===== config.mk =====
export PLATFORM = sky130hd
export DESIGN_NAME = mem_store_unit_flat
export DESIGN_NICKNAME = d
export VERILOG_FILES = /design/src/rtl/mem_store_unit_if.sv /design/src/rtl/mem_store_unit.sv /design/src/flat_wrapper.sv
export SDC_FILE = /design/constraint.sdc
export NUM_CORES = 1
export LEC_CHECK = 0
export BUFFER_PORTS_ARGS = -buffer_cell sky130_fd_sc_hd__buf_4
export CAP_MARGIN = 0
export CORE_AREA = 2 2 136 138
export DETAILED_ROUTE_END_ITERATION = 10
export DIE_AREA = 0 0 138 140
export GPL_TIMING_DRIVEN = 0
export PLACE_DENSITY = 0.74
export RECOVER_POWER = 100
export SYNTH_ARGS = -nofsm -noshare
export SYNTH_HDL_FRONTEND = slang
export SYNTH_SLANG_ARGS = --single-unit

===== constraint.sdc =====
create_clock -name clk -period 2.1 [get_ports clk]
set_clock_uncertainty 0.15 [all_clocks]
set_input_delay 0.42 -clock clk [delete_from_list [all_inputs] [get_ports clk]]
set_output_delay 0.42 -clock clk [all_outputs]
set_load 0.03 [all_outputs]

===== src/rtl/mem_store_unit_if.sv =====
// Store-buffer bus bundle: EX store request, data SRAM write port and load-hazard probe.
// The DUT side uses the slave modport; the requester/arbiter side uses master.
interface mem_store_unit_if;
  // Store handshake: a store moves on a rising edge where st_valid && st_ready.
  // The requester holds st_* stable while st_valid is high and st_ready is low.
  // st_ready depends only on buffer occupancy, never on st_valid.
  logic        st_valid;
  logic        st_ready;
  logic [1:0]  st_width;
  logic [1:0]  st_lr;
  logic [31:0] st_addr;
  logic [31:0] st_data;

  logic        data_sram_en;
  logic [3:0]  data_sram_wen;
  logic [31:0] data_sram_addr;
  logic [31:0] data_sram_wdata;
  logic        data_sram_gnt;

  logic [31:0] ld_chk_addr;
  logic        ld_hit;
  logic        sb_empty;

  modport master (
    output st_valid, st_width, st_lr, st_addr, st_data,
    output data_sram_gnt, ld_chk_addr,
    input  st_ready, data_sram_en, data_sram_wen, data_sram_addr, data_sram_wdata,
    input  ld_hit, sb_empty
  );

  modport slave (
    input  st_valid, st_width, st_lr, st_addr, st_data,
    input  data_sram_gnt, ld_chk_addr,
    output st_ready, data_sram_en, data_sram_wen, data_sram_addr, data_sram_wdata,
    output ld_hit, sb_empty
  );
endinterface


===== src/rtl/mem_store_unit.sv =====
// In-order store buffer between EX and the data SRAM, with lane alignment and load-hit probe.
// Optional macro STORE_MERGE_EN: stores to the tail entry's word coalesce into that entry.
module mem_store_unit #(
  parameter int DEPTH = 2
) (
  input  logic              clk,
  input  logic              resetn,
  mem_store_unit_if.slave   sb_if
);

  localparam int PTR_W = (DEPTH > 1) ? $clog2(DEPTH) : 1;
  localparam int CNT_W = PTR_W + 1;
  localparam logic [CNT_W-1:0] DEPTH_C = CNT_W'(DEPTH);

  // Entry storage: word address, byte enables, lane-aligned data.
  logic [DEPTH-1:0] valid_q, valid_d;
  logic [29:0]      waddr_q [DEPTH];
  logic [29:0]      waddr_d [DEPTH];
  logic [3:0]       wen_q   [DEPTH];
  logic [3:0]       wen_d   [DEPTH];
  logic [31:0]      wdata_q [DEPTH];
  logic [31:0]      wdata_d [DEPTH];

  logic [PTR_W-1:0] head_q, head_d;
  logic [PTR_W-1:0] tail_q, tail_d;
  logic [CNT_W-1:0] count_q, count_d;

  logic [1:0]  off;
  logic [3:0]  fmt_wen;
  logic [31:0] fmt_wdata;
  logic        sb_empty_c;
  logic        st_ready_c;
  logic        accept;
  logic        store_ok;
  logic        push;
  logic        pop;
  logic        ld_hit_c;
  logic        unused_ld_off;

  assign off = sb_if.st_addr[1:0];

  // Lane alignment of the incoming store; width 00 yields no lanes.
  always_comb begin
    fmt_wen   = 4'b0000;
    fmt_wdata = 32'h0;
    if (sb_if.st_width == 2'b11 && sb_if.st_lr == 2'b10) begin
      case (off)
        2'b00:   fmt_wen = 4'b0001;
        2'b01:   fmt_wen = 4'b0011;
        2'b10:   fmt_wen = 4'b0111;
        default: fmt_wen = 4'b1111;
      endcase
      fmt_wdata = sb_if.st_data >> {2'd3 - off, 3'b000};
    end else if (sb_if.st_width == 2'b11 && sb_if.st_lr == 2'b01) begin
      fmt_wen   = 4'b1111 << off;
      fmt_wdata = sb_if.st_data << {off, 3'b000};
    end else begin
      case (sb_if.st_width)
        2'b01: begin
          fmt_wen   = 4'b0001 << off;
          fmt_wdata = {4{sb_if.st_data[7:0]}};
        end
        2'b10: begin
          fmt_wen   = off[1] ? 4'b1100 : 4'b0011;
          fmt_wdata = {2{sb_if.st_data[15:0]}};
        end
        2'b11: begin
          fmt_wen   = 4'b1111;
          fmt_wdata = sb_if.st_data;
        end
        default: begin
          fmt_wen   = 4'b0000;
          fmt_wdata = 32'h0;
        end
      endcase
    end
  end

  assign sb_empty_c = (count_q == '0);
  assign st_ready_c = (count_q < DEPTH_C);
  assign accept     = sb_if.st_valid && st_ready_c;
  assign store_ok   = accept && (sb_if.st_width != 2'b00);
  assign pop        = !sb_empty_c && sb_if.data_sram_gnt;

`ifdef STORE_MERGE_EN
  logic [PTR_W-1:0] tail_last;
  logic             merge;
  logic [31:0]      lane_mask;

  assign tail_last = tail_q - 1'b1;
  assign lane_mask = {{8{fmt_wen[3]}}, {8{fmt_wen[2]}}, {8{fmt_wen[1]}}, {8{fmt_wen[0]}}};
  // The head leaving this cycle is no longer a merge target.
  assign merge = store_ok && valid_q[tail_last]
               && (waddr_q[tail_last] == sb_if.st_addr[31:2])
               && !(pop && (tail_last == head_q));
  assign push  = store_ok && !merge;
`else
  assign push  = store_ok;
`endif

  always_comb begin
    valid_d = valid_q;
    waddr_d = waddr_q;
    wen_d   = wen_q;
    wdata_d = wdata_q;
    head_d  = head_q;
    tail_d  = tail_q;
    count_d = count_q;

    if (pop) begin
      valid_d[head_q] = 1'b0;
      head_d          = head_q + 1'b1;
    end

    if (push) begin
      valid_d[tail_q] = 1'b1;
      waddr_d[tail_q] = sb_if.st_addr[31:2];
      wen_d[tail_q]   = fmt_wen;
      wdata_d[tail_q] = fmt_wdata;
      tail_d          = tail_q + 1'b1;
    end

`ifdef STORE_MERGE_EN
    if (merge) begin
      wen_d[tail_last]   = wen_q[tail_last] | fmt_wen;
      wdata_d[tail_last] = (wdata_q[tail_last] & ~lane_mask) | (fmt_wdata & lane_mask);
    end
`endif

    case ({push, pop})
      2'b10:   count_d = count_q + 1'b1;
      2'b01:   count_d = count_q - 1'b1;
      default: count_d = count_q;
    endcase
  end

  always_ff @(posedge clk or negedge resetn) begin
    if (!resetn) begin
      head_q  <= '0;
      tail_q  <= '0;
      count_q <= '0;
      valid_q <= '0;
      for (int i = 0; i < DEPTH; i++) begin
        waddr_q[i] <= '0;
        wen_q[i]   <= '0;
        wdata_q[i] <= '0;
      end
    end else begin
      head_q  <= head_d;
      tail_q  <= tail_d;
      count_q <= count_d;
      valid_q <= valid_d;
      waddr_q <= waddr_d;
      wen_q   <= wen_d;
      wdata_q <= wdata_d;
    end
  end

  // Load hazard probe sees registered entries only, so a store accepted this cycle is excluded.
  always_comb begin
    ld_hit_c = 1'b0;
    for (int i = 0; i < DEPTH; i++) begin
      if (valid_q[i] && (waddr_q[i] == sb_if.ld_chk_addr[31:2])) ld_hit_c = 1'b1;
    end
  end

  assign unused_ld_off = ^sb_if.ld_chk_addr[1:0];

  assign sb_if.st_ready       = st_ready_c;
  assign sb_if.sb_empty       = sb_empty_c;
  assign sb_if.ld_hit         = ld_hit_c;
  assign sb_if.data_sram_en   = !sb_empty_c;
  assign sb_if.data_sram_wen  = sb_empty_c ? 4'b0000 : wen_q[head_q];
  assign sb_if.data_sram_addr = sb_empty_c ? 32'h0 : {waddr_q[head_q], 2'b00};
  assign sb_if.data_sram_wdata = sb_empty_c ? 32'h0 : wdata_q[head_q];

endmodule

===== src/flat_wrapper.sv =====
// flat-port wrapper written by rule: the top's interface ports become plain ports
module mem_store_unit_flat 
#(
  parameter int DEPTH = 2
)
  (clk, resetn, sb_if_st_valid, sb_if_st_width, sb_if_st_lr, sb_if_st_addr, sb_if_st_data, sb_if_data_sram_gnt, sb_if_ld_chk_addr, sb_if_st_ready, sb_if_data_sram_en, sb_if_data_sram_wen, sb_if_data_sram_addr, sb_if_data_sram_wdata, sb_if_ld_hit, sb_if_sb_empty);
  mem_store_unit_if sb_if_i ();
  input  logic clk;
  input  logic resetn;
  input wire logic [$bits(sb_if_i.st_valid)-1:0] sb_if_st_valid;
  input wire logic [$bits(sb_if_i.st_width)-1:0] sb_if_st_width;
  input wire logic [$bits(sb_if_i.st_lr)-1:0] sb_if_st_lr;
  input wire logic [$bits(sb_if_i.st_addr)-1:0] sb_if_st_addr;
  input wire logic [$bits(sb_if_i.st_data)-1:0] sb_if_st_data;
  input wire logic [$bits(sb_if_i.data_sram_gnt)-1:0] sb_if_data_sram_gnt;
  input wire logic [$bits(sb_if_i.ld_chk_addr)-1:0] sb_if_ld_chk_addr;
  output wire logic [$bits(sb_if_i.st_ready)-1:0] sb_if_st_ready;
  output wire logic [$bits(sb_if_i.data_sram_en)-1:0] sb_if_data_sram_en;
  output wire logic [$bits(sb_if_i.data_sram_wen)-1:0] sb_if_data_sram_wen;
  output wire logic [$bits(sb_if_i.data_sram_addr)-1:0] sb_if_data_sram_addr;
  output wire logic [$bits(sb_if_i.data_sram_wdata)-1:0] sb_if_data_sram_wdata;
  output wire logic [$bits(sb_if_i.ld_hit)-1:0] sb_if_ld_hit;
  output wire logic [$bits(sb_if_i.sb_empty)-1:0] sb_if_sb_empty;
  assign sb_if_i.st_valid = sb_if_st_valid;
  assign sb_if_i.st_width = sb_if_st_width;
  assign sb_if_i.st_lr = sb_if_st_lr;
  assign sb_if_i.st_addr = sb_if_st_addr;
  assign sb_if_i.st_data = sb_if_st_data;
  assign sb_if_i.data_sram_gnt = sb_if_data_sram_gnt;
  assign sb_if_i.ld_chk_addr = sb_if_ld_chk_addr;
  assign sb_if_st_ready = sb_if_i.st_ready;
  assign sb_if_data_sram_en = sb_if_i.data_sram_en;
  assign sb_if_data_sram_wen = sb_if_i.data_sram_wen;
  assign sb_if_data_sram_addr = sb_if_i.data_sram_addr;
  assign sb_if_data_sram_wdata = sb_if_i.data_sram_wdata;
  assign sb_if_ld_hit = sb_if_i.ld_hit;
  assign sb_if_sb_empty = sb_if_i.sb_empty;
  mem_store_unit #(.DEPTH(DEPTH)) u_core (.clk(clk), .resetn(resetn), .sb_if(sb_if_i));
endmodule

==> metrics.cfg <==
[routing]
dr.pass1.iters=6
ant_nets=0
postRouteWirelength_microns=31700
first_iter_violations=948
drc_errors=0
viasPerCell=6.04
post_drt_wl_per_cell_microns=22.0
vias=8688

[die]
io_pins=176
core_area_sq_mm=0.0178
die_h_microns=140
die-area_sq_mm=0.0193
die_w_microns=138
start_util=0.491
fp-row-count=49

[sta]
period_needed_ns=2.72
max_slew_margin=0.173
slew_violations=0
fin_tns_setup_ns=-19.32
max_clock_freq_mhz=367
finalWorstSetupSlack_ns=-0.622
finalHoldViolations=0
setup_viol=150
timing.final.crit_share=1.30
tightest_slew_ns=1.24
whs_ns=0.0317
rsz0062_at_grt=true

[clock_tree]
clkTransAtPathRegs_ns=0.07
clkSinkCount=138
cts_tree=done
clock_path_buffers=2
cts_root_buf=clkbuf_16
cts_made_buffers=17
cts_max_level=4
insertion_delay_ns=0.43

[outcome]
outcome=complete, but fails checks
violations=setup timing

[yosys]
yosysWarnings=0
synth_area_sq_mm=0.00873
synth_edf_count=0
synthDistinctLibCells=66
post_synth.cell_area_avg_sq_um=8.92
yosysSeqAreaShare=0.396
yosysTopAreaCell=dfrtp_1
yosys-top-cells-area=dfrtp_1 40%, mux2i_1 10%, nand2_1 9.5%, nor2_1 4.9%, xnor2_1 3.5%
ys_seq_elements=138
syn_inst=978
synthFlopType=dfrtp_1
ys_async_sr_fraction=1.00
yosysTopAreaCellShare=0.396

[placed_design]
gp_congestion=0.966
dpl-instance-area_sq_mm=0.0103
dp.cells=1377
port_buffers=168
dp_hpwl_microns=21800
place_ws_ns=-0.361

[cells_and_area]
fillers=1345
syn_to_final_growth_pct=38.7
layout_common_cells=221 x nand2_1, 156 x buf_4, 137 x dfrtp_1
drive_above_1_share=0.331
final_core_util=0.681
final_common_cell=nand2_1
n_antenna_cell=0
multi_input_area_sq_mm=0.00521
final_area_sq_mm=0.0121
final_nets=1302
seqCellArea_sq_mm=0.00345
fin_cells=1439

[worst_setup_path]
crit_path_max_fanout=3
start_kind=flop
crit_type=reg -> out
cp-end-kind=output port
r2r_cells=7
worstPathArrival_ns=2.15
crit_required_ns=1.53

[power_and_ir_drop]
finalPower_mw=20.0
p_leak_nw=5.67
peakVddDrop_mv=1.24
power.density_mw_per_mm2=1660

[grt]
grt_remaining_overflow=0
grt_antenna_before_repair=0
grt_pass1_vias=8461
grt_max_degree=87
grt_first_pass_wirelength_microns=48100
track_usage=0.319

[worst_hold_path]
hold_class=in -> reg
holdPathStages=3

[flow_run]
maxCapViolCount=0

[synthesized netlist by cell type, drive strengths merged, types with 11 or more instances]
cell    instances
a21oi          27
a22o           12
a22oi          14
a31oi          17
and2           11
buf            51
clkbuf         20
dfrtp         138
inv            15
mux2           22
mux2i          87
nand2         222
nand4          11
nor2          114
o211ai         20
o21ai          25
o22a           14
xnor2          35
xor2           31
[state kept, by name (all words and copies together) (netlist names)]
signal	cells
u_core.valid_q	2
u_core.head_q	1
u_core.waddr_q	60
u_core.wen_q	8
u_core.count_q	2
u_core.wdata_q	64
u_core.tail_q	1
[worst paths after layout]
check,to,startpoint,slack (ns)
worst max-delay path,sb_if_ld_hit,u_core.waddr_q[55],-0.62
worst min-delay path,u_core.waddr_q[46],sb_if_st_addr[18],0.03
worst max register to register,u_core.waddr_q[1],u_core.count_q[1],-0.17
worst min register to register,u_core.wdata_q[15],u_core.wdata_q[15],0.33
max in group asynchronous,u_core.head_q,resetn,0.25
min in group asynchronous,u_core.wdata_q[55],resetn,0.65
[logic make-up after synthesis]
family	share of synthesized area
AOI/OAI and AO/OA	0.138
and+or+nand+nor	0.196
other	0.000430
buffers and inverters	0.0527
xor gates and xnor gates	0.0662
muxes	0.149
DFF	0.396
adders and majority gates	0.00258
[where the power goes]
part | total, mW | switching, mW | internal, mW
Combinational | 11.4 | 6.19 | 5.23
Clock | 3.53 | 1.21 | 2.32
Sequential | 5.09 | 1.17 | 3.92
Total | 20.0 | 8.56 | 11.5
[routing by layer]
| layer | routed length [microns] | GRT usage | part of all wire |
|---|---|---|---|
| met5 | 0 | 0 | 0 |
| met4 | 1140 | 0.130 | 0.036 |
| met3 | 2800 | 0.0564 | 0.088 |
| met2 | 15400 | 0.523 | 0.49 |
| met1 | 12400 | 0.421 | 0.39 |
[critical path, cell delays in order, from the launching register on]
cell and delay (ns):
dfrtp_1 0.44, xnor2_1 0.26, nand4_1 0.12, or4_4 0.54
o22ai_2 0.19, buf_6 0.16
[final cells by class]
type                       instances  share of cell area
buffer                            67              0.0470
inverter                          16             0.00538
clock buffer                      21              0.0389
multi-input combinational        754               0.430
tap                              229              0.0237
sequential                       138               0.285
timing repair buffer             203               0.152
clock inverter                    11              0.0177
[repair_timing]
item                                   CTS  global route
setup endpoints to repair               86           104
pin swaps                               17            23
buffers inserted                        22             8
cloned                                   9             1
endpoints found under the hold margin   85             0
hold buffers                             1             0
gates resized for setup                128            96
(Power assumes the default switching activity.)
